==> config.mk <==
export PLATFORM = sky130hd
export DESIGN_NAME = adc_responder
export DESIGN_NICKNAME = d
export VERILOG_FILES = /design/src/rtl/adc_responder.sv
export SDC_FILE = /design/constraint.sdc
export NUM_CORES = 1
export LEC_CHECK = 0
export ABC_AREA = 0
export ABC_CLOCK_PERIOD_IN_PS = 1500
export CORE_MARGIN = 2
export CORE_UTILIZATION = 50
export DETAILED_ROUTE_END_ITERATION = 8
export GPL_TIMING_DRIVEN = 0
export PLACE_DENSITY = 0.74
export SYNTH_ARGS = -nofsm -noshare
export SYNTH_HDL_FRONTEND = slang
export SYNTH_SLANG_ARGS = --single-unit
export TNS_END_PERCENT = 100
==> constraint.sdc <==
create_clock -name CLK50MHZ -period 1.5 [get_ports CLK50MHZ]
set_input_delay 0.3 -clock CLK50MHZ [delete_from_list [all_inputs] [get_ports CLK50MHZ]]
set_output_delay 0.3 -clock CLK50MHZ [all_outputs]
set_load 0.1 [all_outputs]
==> src/rtl/adc_responder.sv <==
// Device end of an LTC1407A-style dual-channel ADC serial link: a conv rising edge latches
// both samples, then one 34-bit frame bit is shifted out per spi_sck falling edge.
module adc_responder #(
  parameter int DATA_W = 14,
  parameter int Z_BITS = 2
) (
  input  logic              CLK50MHZ,
  input  logic              RST,
  input  logic              spi_sck,
  input  logic              adc_conv,
  output logic              adc_out,
  output logic              adc_out_oe,
  input  logic [DATA_W-1:0] sample_a,
  input  logic [DATA_W-1:0] sample_b,
  output logic              sample_latch,
  output logic              busy,
  output logic              frame_done
);

  localparam int FRAME_W = 2*DATA_W + 3*Z_BITS;
  localparam int K_W     = $clog2(FRAME_W);
  localparam logic [K_W-1:0] K_LAST = K_W'(FRAME_W - 1);
  localparam logic [FRAME_W-1:0] OE_MASK =
    {{Z_BITS{1'b0}}, {DATA_W{1'b1}}, {Z_BITS{1'b0}}, {DATA_W{1'b1}}, {Z_BITS{1'b0}}};

  typedef enum logic {ST_IDLE, ST_SHIFT} state_t;

  state_t             state_q, state_d;
  logic [K_W-1:0]     k_q, k_d;
  logic [FRAME_W-1:0] data_q, data_d;
  logic [FRAME_W-1:0] oe_sr_q, oe_sr_d;
  logic               out_q, out_d;
  logic               oe_q, oe_d;
  logic               latch_q, latch_d;
  logic               done_q, done_d;
  logic               conv_q, sck_q;

  logic               conv_rise, sck_fall;
  logic [FRAME_W-1:0] frame_new;

  assign conv_rise = adc_conv & ~conv_q;
  assign sck_fall  = sck_q & ~spi_sck;
  assign frame_new = {{Z_BITS{1'b0}}, sample_a, {Z_BITS{1'b0}}, sample_b, {Z_BITS{1'b0}}};

  always_comb begin
    state_d = state_q;
    k_d     = k_q;
    data_d  = data_q;
    oe_sr_d = oe_sr_q;
    out_d   = out_q;
    oe_d    = oe_q;
    latch_d = 1'b0;
    done_d  = 1'b0;
    // A new conversion always wins, even over the final falling edge of a frame.
    if (conv_rise) begin
      state_d = ST_SHIFT;
      k_d     = '0;
      out_d   = frame_new[FRAME_W-1] & OE_MASK[FRAME_W-1];
      oe_d    = OE_MASK[FRAME_W-1];
      data_d  = {frame_new[FRAME_W-2:0], 1'b0};
      oe_sr_d = {OE_MASK[FRAME_W-2:0], 1'b0};
      latch_d = 1'b1;
    end else if (state_q == ST_SHIFT && sck_fall) begin
      if (k_q == K_LAST) begin
        state_d = ST_IDLE;
        k_d     = '0;
        out_d   = 1'b0;
        oe_d    = 1'b0;
        done_d  = 1'b1;
      end else begin
        k_d     = k_q + 1'b1;
        out_d   = data_q[FRAME_W-1] & oe_sr_q[FRAME_W-1];
        oe_d    = oe_sr_q[FRAME_W-1];
        data_d  = {data_q[FRAME_W-2:0], 1'b0};
        oe_sr_d = {oe_sr_q[FRAME_W-2:0], 1'b0};
      end
    end
  end

  // sck_q resets high so a low sck at release is not taken as a falling edge.
  always_ff @(posedge CLK50MHZ or negedge RST) begin
    if (!RST) begin
      state_q <= ST_IDLE;
      k_q     <= '0;
      data_q  <= '0;
      oe_sr_q <= '0;
      out_q   <= 1'b0;
      oe_q    <= 1'b0;
      latch_q <= 1'b0;
      done_q  <= 1'b0;
      conv_q  <= 1'b0;
      sck_q   <= 1'b1;
    end else begin
      state_q <= state_d;
      k_q     <= k_d;
      data_q  <= data_d;
      oe_sr_q <= oe_sr_d;
      out_q   <= out_d;
      oe_q    <= oe_d;
      latch_q <= latch_d;
      done_q  <= done_d;
      conv_q  <= adc_conv;
      sck_q   <= spi_sck;
    end
  end

  assign adc_out      = out_q;
  assign adc_out_oe   = oe_q;
  assign sample_latch = latch_q;
  assign busy         = (state_q == ST_SHIFT);
  assign frame_done   = done_q;

endmodule

==> Word level (Yosys, flattened, before mapping) <==
Cells that the tools add are included.
{ "totals": {"ff_bits": 81, "word_cells": 45, "out_inout_bits": 5, "input_bits": 32} }
{ "op_classes": {"n_reduce_logical": 5, "mux": 22, "n_addsub": 1, "eq_ne": 2, "bitwise_logic": 5} }
{ "ops": {"columns": ["cell", "count"], "rows": [
  ["2-to-1 mux 34 bit", 6],
  ["2-to-1 mux 6 bit", 3],
  ["2-to-1 mux 1 bit", 13],
  ["adder 6 x 1 -> 6 bit, second input constant", 1],
  ["equality test 6 bit, second input constant", 1],
  ["AND reduction 2 bit", 2],
  ["nonzero test 2 bit", 2],
  ["AND 1 bit", 3],
  ["inequality test 2 bit, second input constant", 1],
  ["inverter 1 bit", 2],
  ["logical AND 1 bit", 1]
]} }

==> Logic depth before layout (Yosys ltp) <==
Gate-level depths: netlist (run 1).
{ "logic_depth": {"ltp_word": 5, "mapped_depth": 7, "mapped_depth_nobuf": 5} }

==> Worst setup path after synthesis (run 1) <==
No wires, ideal clock.
{ "synth_path": {"path_kind": "register to register", "startpoint": "reg state_q (netlist: busy)", "endpoint": "reg k_q[5]", "required_time_ns": 1.418, "setup_ns": 0.082, "synth_period_minus_slack_ns": 2.006, "t_arrival_ns": 1.924, "slack_ns": -0.506, "stages_incl_launch_ff": 5, "n_path_buf": 1, "path_cell_list": "dfrtp_1 nand3b_1 buf_2 or4_1 a31oi_1"} }
{ "synth_between": {"elab_chain_cells": 2} }
{ "synth_rtl": {"columns": ["element", "line_no", "text"], "rows": [
  ["start: declaration", "28", "state_t state_q, state_d;"],
  ["start signal: assignment", "94", "state_q <= state_d;"],
  ["logical AND 1 bit", "63", "end else if (state_q == ST_SHIFT && sck_fall) begin"],
  ["nonzero test 2 bit (no line)", null, null],
  ["end signal: assignment", "95", "k_q <= k_d;"],
  ["end: declaration", "29", "logic [K_W-1:0] k_q, k_d;"]
]} }
No other way between the ends.
A chain may end at the register's enable or synchronous reset.

==> Worst setup path in the final report (run 1) <==
{ "layout_path": {"startpoint": "reg k_q[0]", "endpoint": "reg oe_sr_q[21]"} }
{ "layout_between": {"elab_chain_cells": 3} }
{ "layout_rtl": {"columns": ["element", "line_no", "text"], "rows": [
  ["equality test 6 bit", "64", "if (k_q == K_LAST) begin"],
  ["inequality test 2 bit (no line)", null, null],
  ["AND reduction 2 bit (no line)", null, null],
  ["end signal: assignment", "97", "oe_sr_q <= oe_sr_d;"],
  ["end: declaration", "31", "logic [FRAME_W-1:0] oe_sr_q, oe_sr_d;"]
]} }
No other way between the ends.

==> results of run 1 <==
-- stage by stage --
stage	utilization [%]	setup slack (ns)	std cells	setup TNS [ns]
global placement	59.20	-3.040	509	-217.61
CTS	65.85	-0.04667	541	-0.1217
floorplan	-	-0.09756	374	-0.09756
detailed placement	59.44	-0.6727	510	-29.62
finish	69.61	-0.07706	550	-2.009
global route	69.61	-0.1424	550	-6.335
-- state kept, by name, summed over array words and instances (netlist names) --
name          cells
adc_out           1
data_q           31
sck_q             1
busy              1
adc_out_oe        1
k_q               6
conv_q            1
oe_sr_q          31
sample_latch      1
frame_done        1
-- what timing repair did --
item,CTS,global route
hold buffers,1,0
setup endpoints to repair,70,69
pin swaps,9,9
resized for setup,75,34
gates cloned,3,8
setup buffers,11,4
hold endpoints to repair,33,0
-- routing by layer --
metal	global-route usage (%)	up-vias	part of all wire [%]
met5	0	-	0
met4	7.955	0	2.3
met3	4.896	25	7.5
met2	39.69	189	48
met1	35.06	1731	42
li1	-	1539	-
-- power groups by stage --
stage	clock network, mW	logic [mW]	registers (mW)
after floorplan	0	1.02	2.70
after global placement	0	1.48	2.66
after detailed placement	0	1.52	2.67
after CTS	1.42	1.77	2.64
after global routing	1.53	2.15	2.71
final	1.43	2.02	2.68
-- worst max-delay path: stages (launching register included) --
cell       delay, ns
dfrtp_1         0.39
ha_2            0.20
and2_4          0.14
a21oi_2         0.18
buf_6           0.22
clkbuf_16       0.18
mux2i_1         0.18
-- worst paths after layout --
path / from / end / cells past startpoint
max in group asynchronous: RST / k_q[4] / 3
min: spi_sck / sck_q / 1
min reg2reg: oe_sr_q[28] / oe_sr_q[28] / 2
min in group asynchronous: RST / oe_sr_q[22] / 2
max reg2reg: k_q[0] / oe_sr_q[21] / 6
max: k_q[0] / oe_sr_q[21] / 6
-- cells by family after synthesis --
group	count (synthesis)	synth area share, %
AOI/OAI and AO/OA	99	20.78
adders and majority gates	2	0.6595
buffers and inverters	46	6.629
DFF	75	49.51
muxes	34	8.971
and+or+nand+nor	118	13.46
-- placed cells by master, fill, tap and decap left out, types with 3 or more instances in the layout --
master | Yosys | routed
mux2i_1 | 34 | 34
clkbuf_2 | 0 | 12
o211ai_1 | 28 | 28
a21oi_1 | 6 | 5
o2111ai_2 | 0 | 9
a31oi_1 | 3 | 3
o21ai_0 | 3 | 3
a2bb2oi_1 | 27 | 25
nand2_1 | 46 | 45
buf_4 | 4 | 21
buf_6 | 7 | 7
buf_2 | 9 | 9
buf_12 | 0 | 3
nand3_1 | 29 | 29
inv_1 | 3 | 3
buf_8 | 0 | 7
clkbuf_4 | 0 | 3
clkbuf_16 | 0 | 7
o2111ai_1 | 27 | 17
clkdlybuf4s50_1 | 0 | 30
dfrtp_1 | 74 | 72
nor2_1 | 32 | 32
clkbuf_8 | 0 | 9
-- layout make-up --
type / instances / area (µm²) / area share (%)
Inverter: 4 / 17.52 / 0.3451
Clock inverter: 5 / 38.79 / 0.7641
Buffer: 40 / 375.4 / 7.395
Tap cell: 99 / 123.9 / 2.440
Sequential cell: 75 / 1883 / 37.10
Timing Repair Buffer: 62 / 694.4 / 13.68
Clock buffer: 11 / 131.4 / 2.588
Multi-Input combinational cell: 254 / 1812 / 35.69
==> run summary, run 1 <==
=================================================================================================
Net count after synthesis                                                                     408
Worst min-delay path category                                                        input port to register
Ratio of final minimum period to clock period                                              105.1%
Post-detailed-placement half-perimeter wirelength                                         6108 µm
Inserted Clock Buffers                                                                          9
Drt via density                                                                             6.335
Switching power                                                                          2.200 mW
Async set-reset flop share out of synthesis                                                100.0%
Leakage power summed over all cells                                                      2.042 nW
Total standard cell area after synthesis                                                 3794 µm²
Number of warning messages in the yosys log                                                     0
Number of antenna violations at the first check in global routing                               0
Proportion of layout cells with a drive suffix above 1                                     24.39%
Last weighted congestion value of the routability-driven placer                            0.8637
Number of flops mapped to enable cells by yosys                                                 0
Via count of the first global-routing pass                                                   3352
Root Buffer Master                                                                       clkbuf_8
Crit end category                                                                        register
Hold Slack                                                                              0.3889 ns
Commonest cells post-synth                                                           dfrtp_1 (74), nand2_1 (46), mux2i_1 (34), nor2_1 (32), nand3_1 (29)
Critical Path Source Type                                                                register
Combined global-route utilization of all metal layers                                      25.11%
Sum of overflow across all layers after global routing                                          0
Worst Max-Slew Pin Slew                                                                 0.4875 ns
Net switching fraction of the power                                                        35.91%
Areal power density over the cells                                                    1207 nW/µm²
Critical Setup Path Class                                                            register to register
Drt drc                                                                                         0
Number of instances in the synthesized netlist                                                374
Clock Latency Late Sink                                                                   0.36 ns
Chip Width                                                                               91.11 µm
Clock share of power                                                                        23.4%
Number of levels the H-tree was split into                                                      3
Fraction of post-synthesis cell area in the top cell type by area                          48.81%
Internal power consumption                                                               3.927 mW
Cell Area, Placed                                                                        4334 µm²
Global-route wire length before repair                                                   16800 µm
CTS Buffer Depth                                                                                2
Failing checks                                                                       setup timing
Cell row count                                                                                 31
Final period demand of the worst path                                                    1.577 ns
Average cell area after synthesis                                                       10.14 µm²
Crit path max fanout                                                                            8
Final-report hold violation count                                                               0
Worst reg-to-reg setup slack                                                             -0.08 ns
Combinational fraction of design power                                                      32.9%
Final Routed Wirelength                                                                  10990 µm
Maximum number of pins on one net before global-route repair                                   42
Final count of negative-setup-slack endpoints                                                  58
Top cells by area in the synthesized netlist                                         dfrtp_1 (49%), mux2i_1 (9.0%), a2bb2oi_1 (6.2%)
Highest clock frequency the design can meet                                             634.1 MHz
Final setup skew                                                                       0.01029 ns
Number of routed nets with antenna violations                                                   0
First-pass DRT Iterations                                                                       5
NumNets Final                                                                                 480
Number of distinct library cell variants in the gate-level netlist after synthesis             34
Clock transition at path regs                                                             0.09 ns
Initial standard-cell utilization of the core                                              52.02%
Sequential element share of the synthesized area                                           49.51%
Data arrival time at the worst-slack endpoint                                             1.87 ns
Worst-case vdd ir drop                                                                  0.6799 mV
Part of the power in registers                                                              43.7%
Count of port buffers added during placement                                                   36
Die height                                                                               91.11 µm
Number of inserted filler cells in the final layout                                           519
PnR Total Power                                                                          6.127 mW
Area grow syn2layout                                                                       33.81%
Most used DFF post-synth                                                                  dfrtp_1
Core Box Area                                                                            7292 µm²
Antenna cell count                                                                              0
Max-slew violation count                                                                        0
Via count                                                                                    3484
Largest area contributor in the synthesized netlist                                       dfrtp_1
Data required time at the worst endpoint                                                  1.79 ns
Smallest setup slack after layout                                                     -0.07706 ns
Setup repair after global routing missed its margin                                          true
Reported max-cap violation count                                                                0
Number of storage elements in the synthesis netlist                                            75
Number of clock sinks                                                                          75
Most common cell in the netlist                                                           dfrtp_1
Layout Cell Area excl Fill                                                               5076 µm²
Floorplan die area                                                                       8300 µm²
First DRT Iteration DRCs                                                                      335
Outcome                                                                              finished, violations left
Slew margin rel.                                                                           67.73%
Average detailed-routed wire length per instance                                         19.98 µm
# IOs                                                                                          37
TritonCTS clock tree                                                                         done
=================================================================================================
(Power assumes the default switching activity.)
==> inputs of run 2 (changes only) <==
--- a/config.mk
+++ b/config.mk
@@ -5,13 +5,14 @@
 export SDC_FILE = /design/constraint.sdc
 export NUM_CORES = 1
 export LEC_CHECK = 0
-export ABC_AREA = 0
+export ABC_AREA = 1
 export ABC_CLOCK_PERIOD_IN_PS = 1500
 export CORE_MARGIN = 2
 export CORE_UTILIZATION = 50
 export DETAILED_ROUTE_END_ITERATION = 8
 export GPL_TIMING_DRIVEN = 0
 export PLACE_DENSITY = 0.74
+export SLEW_MARGIN = 25
 export SYNTH_ARGS = -nofsm -noshare
 export SYNTH_HDL_FRONTEND = slang
 export SYNTH_SLANG_ARGS = --single-unit
==> run 2 against run 1 <==
  * Power is 16% lower
  * Clock-buffer cell count is 1 lower
  * Cell count is 14% higher
  * The run now ends clean
  * Register-to-register slack better by 0.097 ns
  * Sequential share of layout area is 4.2 points higher
  * Combinational power is 48% lower
  * Hold slack better by 0.013 ns
  * Synthesized cell count is 25% higher
  * Sequential power is 5% lower
  * Critical path depth is 3 higher
  * Largest cell class unchanged
  * Global-route usage is 3.9 points lower
  * Critical endpoint is now data_q[25]
  * Critical path type is now input port to register
==> run summary, run 2 <==
=================================================================================================
Number of levels the H-tree was split into                                                      3   unchanged
Largest area contributor in the synthesized netlist                                       dfrtp_1   unchanged
Via count                                                                                    3105   was 3484
Drt drc                                                                                         0   unchanged
Worst-case vdd ir drop                                                                  0.7833 mV   was 0.6799 mV
Net count after synthesis                                                                     500   was 408
Critical Setup Path Class                                                            input port to register   was register to register
NumNets Final                                                                                 556   was 480
Number of routed nets with antenna violations                                                   0   unchanged
Via count of the first global-routing pass                                                   2858   was 3352
Top library cells by usage in the layout, fill and taps aside                        nand2_1 (231), dfrtp_1 (73), nand3_1 (50), clkdlybuf4s50_1 (30), or2_2 (27)   was dfrtp_1 (72), nand2_1 (45), mux2i_1 (34), nor2_1 (32), clkdlybuf4s50_1 (30)
First DRT Iteration DRCs                                                                      150   was 335
Number of inserted filler cells in the final layout                                           636   was 519
Number of distinct library cell variants in the gate-level netlist after synthesis             21   was 34
Fraction of post-synthesis cell area in the top cell type by area                          50.98%   was 48.81%
Clock Latency Late Sink                                                                   0.35 ns   was 0.36 ns
Number of warning messages in the yosys log                                                     0   unchanged
Most frequent CP cell                                                                     nand2_1
R2R depth                                                                                       9   was 6
Top cells by area in the synthesized netlist                                         dfrtp_1 (51%), nand2_1 (24%), nand3_1 (8.8%)   was dfrtp_1 (49%), mux2i_1 (9.0%), a2bb2oi_1 (6.2%)
Core Box Area                                                                            7137 µm²   was 7292 µm²
CTS Buffer Depth                                                                                2   unchanged
Smallest setup slack after layout                                                      0.01217 ns   was -0.07706 ns
Proportion of synthesized area in mux cells                                                    0%   was 8.971%
Largest registers                                                                    data_q: 31 flops, oe_sr_q: 31 flops, k_q: 6 flops   unchanged
Die height                                                                               89.23 µm   was 91.11 µm
Slew margin rel.                                                                           67.23%   was 67.73%
Final-report hold violation count                                                               0   unchanged
Area grow syn2layout                                                                       25.32%   was 33.81%
Cell Area, Placed                                                                        4145 µm²   was 4334 µm²
Highest clock frequency the design can meet                                             672.1 MHz   was 634.1 MHz
Chip Width                                                                               89.23 µm   was 91.11 µm
Clock transition at path regs                                                             0.09 ns   about the same
Number of instances in the synthesized netlist                                                466   was 374
Areal power density over the cells                                                    1135 nW/µm²   was 1207 nW/µm²
Critical Path Source Type                                                              input port   was register
# IOs                                                                                          37   unchanged
Number of storage elements in the synthesis netlist                                            75   unchanged
Compound-gate portion of the synthesized area                                             0.9645%   was 20.78%
Most used DFF post-synth                                                                  dfrtp_1   unchanged
Fin util                                                                                   63.78%   was 69.61%
Combined global-route utilization of all metal layers                                      21.18%   was 25.11%
Sequential element share of the synthesized area                                           51.71%   was 49.51%
Crit path max fanout                                                                           10   was 8
Combinational family with the most area after synthesis                              simple AND/OR/NAND/NOR gates   was compound AO/OA/AOI/OAI gates
Final Routed Wirelength                                                                   7859 µm   was 10990 µm
Crit end category                                                                        register   unchanged
Data arrival time at the worst-slack endpoint                                             1.76 ns   was 1.87 ns
FF/Latch Area                                                                            1882 µm²   was 1883 µm²
Worst Max-Slew Pin Slew                                                                 0.4950 ns   was 0.4875 ns
Reported max-cap violation count                                                                0   unchanged
Proportion of layout cells with a drive suffix above 1                                     20.30%   was 24.39%
Worst min-delay path category                                                        input port to async pin   was input port to register
Max-slew violation count                                                                        0   unchanged
Total standard cell area after synthesis                                                 3632 µm²   was 3794 µm²
Floorplan die area                                                                       7962 µm²   was 8300 µm²
Leakage power summed over all cells                                                      2.461 nW   was 2.042 nW
Synthesized-area fraction occupied by and/or/nand/nor cells                                40.10%   was 13.46%
Number of flops mapped to enable cells by yosys                                                 0   unchanged
Average cell area after synthesis                                                       7.794 µm²   was 10.14 µm²
Maximum number of pins on one net before global-route repair                                   53   was 42
Layout Cell Area excl Fill                                                               4552 µm²   was 5076 µm²
Initial standard-cell utilization of the core                                              50.89%   was 52.02%
Setup crit start                                                                         adc_conv   was k_q[0]
TritonCTS clock tree                                                                         done   unchanged
Outcome                                                                                 completed   was finished, violations left
CP max stage delay                                                                        0.54 ns   was 0.39 ns
Drt via density                                                                             4.960   was 6.335
Root Buffer Master                                                                       clkbuf_8   unchanged
Antenna cell count                                                                              0   unchanged
Capture point of the worst reg-to-reg path                                             data_q[25]   was oe_sr_q[21]
Worst reg-to-reg setup slack                                                              0.02 ns   was -0.08 ns
Cell row count                                                                                 31   unchanged
PnR Total Power                                                                          5.166 mW   was 6.127 mW
Post-detailed-placement half-perimeter wirelength                                         5272 µm   was 6108 µm
Xor and xnor area share after synthesis                                                        0%   unchanged
First-pass DRT Iterations                                                                       4   was 5
Sum of overflow across all layers after global routing                                          0   unchanged
Most frequent standard cell in the layout excluding fill and tap cells                    nand2_1   was dfrtp_1
Number of antenna violations at the first check in global routing                               0   unchanged
Ordered list of cells on the worst path                                              clkdlybuf4s50_1 -> nand2_4 -> inv_2 -> clkbuf_4 -> buf_4 -> nand2_1 -> nand2_1 -> nand3_2 -> nand2_1   was ha_2 -> and2_4 -> a21oi_2 -> buf_6 -> clkbuf_16 -> mux2i_1
Number of clock sinks                                                                          75   unchanged
Final setup skew                                                                       0.01408 ns   was 0.01029 ns
Average detailed-routed wire length per instance                                         12.55 µm   was 19.98 µm
Adder-cell share of the synthesized area                                                  0.6889%   was 0.6596%
Final period demand of the worst path                                                    1.488 ns   was 1.577 ns
Ratio of final minimum period to clock period                                              99.19%   was 105.1%
Data required time at the worst endpoint                                                  1.77 ns   was 1.79 ns
Worst reg2reg path startpoint                                                              k_q[1]   was k_q[0]
Setup repair after global routing missed its margin                                          true   unchanged
Multi-input combinational cell area                                                      1619 µm²   was 1812 µm²
Count of port buffers added during placement                                                   36   unchanged
Slowest library cell on the worst path                                               clkdlybuf4s50_1   was dfrtp_1
Final count of negative-setup-slack endpoints                                                   0   was 58
Async set-reset flop share out of synthesis                                                100.0%   unchanged
Post-route setup TNS                                                                         0 ns   was -2.009 ns
Most common cell in the netlist                                                           nand2_1   was dfrtp_1
Commonest cells post-synth                                                           nand2_1 (232), dfrtp_1 (74), nand3_1 (64), or2_2 (27), inv_1 (13)   was dfrtp_1 (74), nand2_1 (46), mux2i_1 (34), nor2_1 (32), nand3_1 (29)
Inserted Clock Buffers                                                                          9   unchanged
Global-route wire length before repair                                                   13120 µm   was 16800 µm
Placement Setup Slack                                                                  -0.3990 ns   was -0.6727 ns
Last weighted congestion value of the routability-driven placer                            0.7902   was 0.8637
=================================================================================================
[run 2: changes by cell type in the layout (fill, tap and decap cells not counted), sizes merged, moves of 28 or more]
cell	previous run	this run
nand3	29	64
mux2i	34	0
nand2	46	236
o211ai	28	0
[run 2: logic make-up after synthesis]
group | after synthesis
fa+ha+maj | 2
simple gates | 340
flops | 75
compound gates | 7
buf+inv | 42
[run 2: worst max-delay path: cells and delay by family]
family	cells	cell delay [ns]
simple gates	5	0.43
buf+inv	4	1.04
[run 2: layout make-up]
type | count | share of cell area (%)
clock buffer | 10 | 3.024
timing repair buffer | 45 | 9.731
multi-input combinational | 349 | 35.57
tap | 99 | 2.721
clock inverter | 6 | 1.429
sequential | 75 | 41.34
buffer | 27 | 4.948
inverter | 15 | 1.237
[run 2: power breakdown]
group	switching, mW	total [mW]	internal, mW
Sequential	0.178	2.54	2.36
Combinational	0.571	1.05	0.480
Clock	0.759	1.57	0.813
[run 2: how the worst max path moves through the flow]
stage                 end  cells after the start  slack [ns]
5_1_grt        data_q[25]                      9       -0.09
6_report       data_q[25]                      9        0.01
3_5_place_dp   data_q[24]                      7       -0.40
4_1_cts        data_q[24]                      9       -0.01
2_1_floorplan  data_q[17]                      6        0.07
3_3_place_gp         busy                      1       -3.04
[run 2: timing repair]
item	in CTS	in global routing
hold buffers	1	0
gates resized for setup	32	29
gates cloned	0	1
setup buffers	4	2
setup endpoints to repair	67	62
hold endpoints to repair	22	0
pin swaps	1	2
[run 2: metal layers]
metal  part of all wire (%)  vias to the layer above  GRT usage (%)
met5                      0                        -              0
li1                       -                     1562              -
met1                     47                     1458          30.14
met4                    1.4                        0          5.970
met3                    4.8                       13          4.801
met2                     46                       72          32.79
[run 2: metrics by stage]
step                hold WS, ns  std cells
finish                   0.4020        626
floorplan              0.004409        466
global route             0.3951        626
global placement         0.4456        601
detailed placement       0.2296        602
CTS                      0.3796        623
